## src/rtl/ann_bram_pkg.sv

```systemverilog
// Shared defaults, burst FSM state type and address-width helper for the
// ANN weight memories.
package ann_bram_pkg;

  localparam int DEF_DATA_W = 16;
  localparam int DEF_LANES  = 1;
  localparam int DEF_DEPTH  = 28;

  typedef enum logic [1:0] {
    ST_IDLE  = 2'd0,
    ST_READ  = 2'd1,
    ST_DRAIN = 2'd2
  } bram_state_t;

  // Smallest address width that covers depth words (at least 1 bit).
  function automatic int addr_w_for(input int depth);
    return (depth > 1) ? $clog2(depth) : 1;
  endfunction

endpackage

```

## src/rtl/weight_skid_fifo.sv

```systemverilog
// Two-entry valid/ready buffer with a LAST sideband; head drives the stream.
module weight_skid_fifo #(
  parameter int W = 16
) (
  input  logic         i_clk,
  input  logic         i_rst,
  input  logic         i_push,
  input  logic [W-1:0] i_data,
  input  logic         i_last,
  input  logic         i_ready,
  output logic         o_valid,
  output logic [W-1:0] o_data,
  output logic         o_last,
  output logic [1:0]   o_count
);

  logic [W-1:0] r_data [2];
  logic [1:0]   r_lastq;
  logic         r_rd_ptr;
  logic         r_wr_ptr;
  logic [1:0]   r_count;
  logic         w_pop;
  logic         w_push;

  assign o_valid = (r_count != 2'd0);
  assign o_data  = r_data[r_rd_ptr];
  assign o_last  = r_lastq[r_rd_ptr];
  assign o_count = r_count;

  assign w_pop  = o_valid & i_ready;
  // The upstream credit rule keeps pushes off a full buffer; the guard only
  // protects the contents if that rule is ever broken.
  assign w_push = i_push & ((r_count != 2'd2) | w_pop);

  // Storage, pointers and occupancy; push and pop together keep the count.
  always_ff @(posedge i_clk) begin
    if (i_rst) begin
      for (int i = 0; i < 2; i++) r_data[i] <= '0;
      r_lastq  <= '0;
      r_rd_ptr <= 1'b0;
      r_wr_ptr <= 1'b0;
      r_count  <= 2'd0;
    end else begin
      if (w_push) begin
        r_data[r_wr_ptr]  <= i_data;
        r_lastq[r_wr_ptr] <= i_last;
        r_wr_ptr          <= ~r_wr_ptr;
      end
      if (w_pop) r_rd_ptr <= ~r_rd_ptr;
      r_count <= r_count + {1'b0, w_push} - {1'b0, w_pop};
    end
  end

endmodule

```

## src/rtl/weight_stream_bram.sv

```systemverilog
// Parameterised weight BRAM with host write port and a burst read engine
// streaming LEN consecutive (wrapping) words over valid/ready.
module weight_stream_bram
  import ann_bram_pkg::*;
#(
  parameter int    DATA_W    = DEF_DATA_W,
  parameter int    LANES     = DEF_LANES,
  parameter int    DEPTH     = DEF_DEPTH,
  parameter int    ADDR_W    = addr_w_for(DEF_DEPTH),
  parameter int    LEN_W     = 6,
  parameter string INIT_FILE = "weight.txt"
) (
  input  logic                    CLK,
  input  logic                    RST,
  input  logic                    WR_EN,
  input  logic [ADDR_W-1:0]       WR_ADDR,
  input  logic [LANES*DATA_W-1:0] WR_DATA,
  input  logic                    START,
  input  logic [ADDR_W-1:0]       BASE,
  input  logic [LEN_W-1:0]        LEN,
  output logic                    BUSY,
  output logic                    DONE,
  output logic                    ERR,
  output logic [LANES*DATA_W-1:0] DO,
  output logic                    DO_VALID,
  input  logic                    DO_READY,
  output logic                    DO_LAST
);

  localparam int                WORD_W  = LANES * DATA_W;
  localparam logic [ADDR_W:0]   LP_DEPTH = (ADDR_W + 1)'(DEPTH);
  localparam logic [ADDR_W-1:0] LP_LAST  = ADDR_W'(DEPTH - 1);

  (* ram_style = "block" *) logic [WORD_W-1:0] r_mem [DEPTH];

  bram_state_t       r_state;
  bram_state_t       w_next;
  logic [ADDR_W-1:0] r_addr;
  logic [LEN_W-1:0]  r_remain;
  logic              r_rd_vld;
  logic              r_rd_last;
  logic [WORD_W-1:0] r_rd_data;
  logic              r_done;
  logic              r_err;

  logic              w_base_ok;
  logic              w_start_go;
  logic              w_start_err;
  logic              w_start_zero;
  logic              w_issue;
  logic              w_issue_last;
  logic              w_accept;
  logic              w_last_acc;
  logic [1:0]        w_fifo_cnt;
  logic [2:0]        w_credit;

  assign w_base_ok    = ({1'b0, BASE} < LP_DEPTH);
  assign w_start_go   = (r_state == ST_IDLE) & START & w_base_ok & (LEN != '0);
  assign w_start_err  = (r_state == ST_IDLE) & START & ~w_base_ok;
  assign w_start_zero = (r_state == ST_IDLE) & START & w_base_ok & (LEN == '0);

  assign w_accept   = DO_VALID & DO_READY;
  assign w_last_acc = w_accept & DO_LAST;
  // Slots committed after this edge: occupancy, minus the word leaving now,
  // plus the read already in flight. Counting the pop keeps 1 word/cycle.
  assign w_credit = {1'b0, w_fifo_cnt} - {2'b0, w_accept} + {2'b0, r_rd_vld};

  // FSM state register.
  always_ff @(posedge CLK) begin
    if (RST) r_state <= ST_IDLE;
    else     r_state <= w_next;
  end

  // FSM next-state logic.
  always_comb begin
    w_next = r_state;
    case (r_state)
      ST_IDLE:  if (w_start_go) w_next = ST_READ;
      ST_READ:  if (w_issue && w_issue_last) w_next = ST_DRAIN;
      ST_DRAIN: if (w_last_acc) w_next = ST_IDLE;
      default:  w_next = ST_IDLE;
    endcase
  end

  // FSM outputs: busy flag and read-issue gating.
  always_comb begin
    BUSY         = (r_state != ST_IDLE);
    w_issue      = (r_state == ST_READ) && (w_credit < 3'd2);
    w_issue_last = (r_remain == LEN_W'(1));
  end

  // Burst address/length counters and read-pipeline valid/last tracking.
  always_ff @(posedge CLK) begin
    if (RST) begin
      r_addr    <= '0;
      r_remain  <= '0;
      r_rd_vld  <= 1'b0;
      r_rd_last <= 1'b0;
    end else begin
      if (w_start_go) begin
        r_addr   <= BASE;
        r_remain <= LEN;
      end else if (w_issue) begin
        r_addr   <= (r_addr == LP_LAST) ? '0 : r_addr + 1'b1;
        r_remain <= r_remain - 1'b1;
      end
      r_rd_vld  <= w_issue;
      r_rd_last <= w_issue & w_issue_last;
    end
  end

  // One-cycle status pulses; a reset mid-burst suppresses DONE.
  always_ff @(posedge CLK) begin
    if (RST) begin
      r_done <= 1'b0;
      r_err  <= 1'b0;
    end else begin
      r_done <= w_start_zero | ((r_state == ST_DRAIN) & w_last_acc);
      r_err  <= w_start_err;
    end
  end

  assign DONE = r_done;
  assign ERR  = r_err;

  // Block RAM: read-first, unreset so contents survive RST; writes past the
  // end of the array are dropped.
  always_ff @(posedge CLK) begin
    if (WR_EN && ({1'b0, WR_ADDR} < LP_DEPTH)) r_mem[WR_ADDR] <= WR_DATA;
    if (w_issue) r_rd_data <= r_mem[r_addr];
  end

  weight_skid_fifo #(.W(WORD_W)) u_fifo (
    .i_clk   (CLK),
    .i_rst   (RST),
    .i_push  (r_rd_vld),
    .i_data  (r_rd_data),
    .i_last  (r_rd_last),
    .i_ready (DO_READY),
    .o_valid (DO_VALID),
    .o_data  (DO),
    .o_last  (DO_LAST),
    .o_count (w_fifo_cnt)
  );

endmodule

```

## config.mk

```make
export PLATFORM = sky130hd
export DESIGN_NAME = weight_stream_bram
export DESIGN_NICKNAME = d
export VERILOG_FILES = /design/src/rtl/ann_bram_pkg.sv /design/src/rtl/weight_skid_fifo.sv /design/src/rtl/weight_stream_bram.sv
export SDC_FILE = /design/constraint.sdc
export NUM_CORES = 1
export LEC_CHECK = 0
export ABC_CLOCK_PERIOD_IN_PS = 3080
export BUFFER_PORTS_ARGS = -buffer_cell sky130_fd_sc_hd__buf_2
export CAP_MARGIN = 20
export CORE_ASPECT_RATIO = 0.8
export CORE_UTILIZATION = 39
export DETAILED_ROUTE_END_ITERATION = 6
export SLEW_MARGIN = 20
export SYNTH_ARGS = -nofsm -noshare
export SYNTH_HDL_FRONTEND = slang
export SYNTH_SLANG_ARGS = --single-unit
```

## constraint.sdc

```tcl
create_clock -name CLK -period 3.08 [get_ports CLK]
set_input_delay 0.616 -clock CLK [delete_from_list [all_inputs] [get_ports CLK]]
set_output_delay 0.616 -clock CLK [all_outputs]
set_load 0.03 [all_outputs]
```

==> summary.md <==
| Metric | Value |
|---|---|
| # placed instances | `1823` |
| H-tree levels | `2` |
| N_diodes | `0` |
| WHS Path Cells | `3` |
| Fin nets | `1235` |
| Tmin final | `2760 ps` |
| Reg area | `15400 um2` |
| Post-CTS Setup Bufs | `0` |
| Area growth, synth to finish | `13.7%` |
| Post-synth EDFFs | `496` |
| WHS | `341 ps` |
| CTS tree | `built` |
| Clk_lat worst skew | `570 ps` |
| Top Layer Used | `met4` |
| Slew Limit Headroom | `37.4%` |
| Vias per Instance | `5.39` |
| Row count | `74` |
| Max_cap viols | `0` |
| Core area | `51600 um2` |
| Longest Clk Path Bufs | `3` |
| Cts repair resizes | `0` |
| Critical path startpoint | `u_fifo.o_count[1]$_SDFF_PP0_` |
| Placer Congestion | `0.781` |
| Seq/Total Area, Yosys | `74.7%` |
| 1st-pass router iterations | `7` |
| Vias | `10300` |
| Pwr Density | `726 nW/um2` |
| Slew Viols, Final | `0` |
| Drt wl/cell | `23.3 um` |
| Ys flop type | `edfxtp_1` |
| Yosys Warn Count | `0` |
| Die W | `259 um` |
| Die Y | `207 um` |
| Library cells used by synthesis | `61` |
| Place WS | `84.5 ps` |
| Tot GR Track Use | `16.7%` |
| Met2 routed WL | `20400 um` |
| Total power | `17.0 mW` |
| Final Hold Viols | `0` |
| Origin of the worst min-delay path | `BASE[1]` |
| Setup CP Type | `reg -> reg` |
| Largest net degree at the start of global routing | `37` |
| Number of synthesized register bits | `520` |
| Most common cell after layout, fill and taps aside | `edfxtp_1` |
| Crit path launch type | `flop` |
| Antenna violations before repair | `2` |
| Ys async rst share | `0%` |
| Clock root buffer | `clkbuf_16` |
| Multi-input gate area | `4750 um2` |
| Number of remaining DRC errors | `0` |
| Post-Syn Instances | `1074` |
| Util after Layout | `45.3%` |
| Starting Density | `39.9%` |
| Clk sinks | `520` |
| Grt total ovfl | `0` |
| Met3 routed WL | `3060 um` |
| Layout cells sized above 1 | `25.2%` |
| Design Area, Final | `23400 um2` |
| Setup violations, final | `0` |
| Final worst slack | `324 ps` |
| R2R cell count | `12` |
| DP HPWL | `28100 um` |
| Top Ports | `58` |
| Crit path DAT | `3200 ps` |
| Routed Antenna Nets | `0` |
| Mapped cell area | `20600 um2` |
| Post-Place Cell Area | `21800 um2` |
| First DRT Iteration DRCs | `816` |
| CP Max Fanout | `18` |
| Hold crit path type | `in -> reg` |
| Setup_tns | `0 ps` |
| First-pass GRT wire length | `66600 um` |
| Final period utilization | `89.5%` |
| Post-Layout Cell Count | `1912` |
| RSZ-0062 raised after global routing | `no` |
| Clk slew on worst S/H paths | `60 ps` |
| Avg Inst Size Synth | `19.2 um2` |
| Vias in the first global route | `10300` |
| Worst-Margin Slew | `936 ps` |
| Worst vdd ir | `0.389 mV` |
| Worst Setup End Kind | `flop` |
| Status | `complete, no violations` |
| Net Count, Synth | `1118` |
| Routed WL | `44600 um` |
| CTS buffer count | `50` |
| Die area | `53700 um2` |
| Worst R2R Start | `u_fifo.o_count[1]$_SDFF_PP0_` |
| Skew final | `19.1 ps` |
| Critical path required time | `3520 ps` |
| # fillers | `4410` |
| Number of I/O port buffers | `57` |
| Commonest non-fill, non-tap cells in the layout | `edfxtp_1, mux2i_1, mux4_2` |
| Peak Freq | `363 MHz` |
| Hold Buf Count CTS | `0` |
| Leak | `7.53 nW` |
| Met1 Wirelength | `20500 um` |
[where the power goes]
group / internal (mW) / switching [mW]
logic: 1.20 / 1.56
clock network: 3.37 / 2.51
registers: 8.07 / 0.256
total: 12.6 / 4.33
[registers in the layout, indices dropped and copies added (netlist names), named ones only]
| name | count |
|---|---|
| r_rd_last | 1 |
| r_rd_vld | 1 |
| u_fifo.r_rd_ptr | 1 |
| ERR | 1 |
| r_state | 2 |
| u_fifo.r_data | 32 |
| u_fifo.r_lastq | 2 |
| u_fifo.o_count | 2 |
| r_remain | 6 |
| r_rd_data | 16 |
| u_fifo.r_wr_ptr | 1 |
| r_addr | 5 |
| r_mem | 448 |
| DONE | 1 |
[Yosys cell counts, types with 3 or more instances]
cell type    n  area [um2]
a221oi_1     6        52.6
xor2_1       3        26.3
a221o_1     10         100
o22ai_1     26         163
or3b_2       3        26.3
ha_1         6        75.1
buf_4       11        82.6
nand2_1     16        60.1
buf_6       12         135
clkbuf_1    15        56.3
buf_12       3        60.1
nor2b_1      6        37.5
a21oi_1     18        90.1
nand3_1     15        75.1
inv_1       11        41.3
nor2_1      67         251
a31oi_1      4        25.0
xnor2_1      3        26.3
buf_2       10        50.1
mux2i_1     80         801
a22oi_1      4        30.0
mux4_2      80        1800
mux2_2      17         191
nor3_1      14        70.1
o21ai_0      9        45.0
or2_2        3        18.8
nand3b_1     7        52.6
nand2b_1     3        18.8
edfxtp_1   496       14900
and2_1      34         213
a211oi_1     7        52.6
dfxtp_1     24         480
nor3b_1      3        22.5
o211a_1      7        70.1
nor3_2      10         100
[metal layers]
metal | track usage [%] | up-vias
met1 | 25.3 | 5319
met5 | 0 | -
met3 | 3.00 | 55
li1 | - | 4569
met4 | 3.82 | 0
met2 | 25.2 | 357
[layout make-up]
cell class                      count  area share [%]
Clock inverter                     21           0.867
Sequential cell                   520            65.8
Timing Repair Buffer              120            3.46
Tap cell                          684            3.66
Inverter                           12           0.193
Multi-Input combinational cell    487            20.3
Clock buffer                       68            5.73
[critical path: stages (launching register included)]
cell and delay, ps:
dfxtp_1 340, o21ai_0 230, inv_1 70, ha_1 290, inv_1 80, nand2_1 70, fa_1 440, and3b_1 230
nand2_1 260, inv_2 150, buf_12 190, a22oi_1 190, a21oi_1 80
[cells by family (layout without fill, tap and decap cells)]
group                    Yosys count  in the layout  share of synthesized area, %
AO/OA/AOI/OAI                    104            104                          3.66
flip-flops                       520            520                          74.7
buffers and inverters             67            221                          2.27
adder cells (fa/ha/maj)            7              7                         0.462
AND/OR/NAND/NOR                  193            193                          5.05
multiplexers                     177            177                          13.6
XOR/XNOR                           6              6                         0.255
[path summary, 6_finish.rpt]
| check | slack, ps | endpoint |
|---|---|---|
| worst max register to register | 320 | r_remain[0]$_SDFFE_PP0P_ |
| worst min-delay path | 340 | r_addr[1]$_SDFFE_PP0P_ |
| worst min register to register | 480 | u_fifo.r_lastq[1]$_SDFFE_PP0P_ |
| worst max-delay path | 320 | r_remain[0]$_SDFFE_PP0P_ |
No activity file was read; power rests on OpenSTA's default activity.
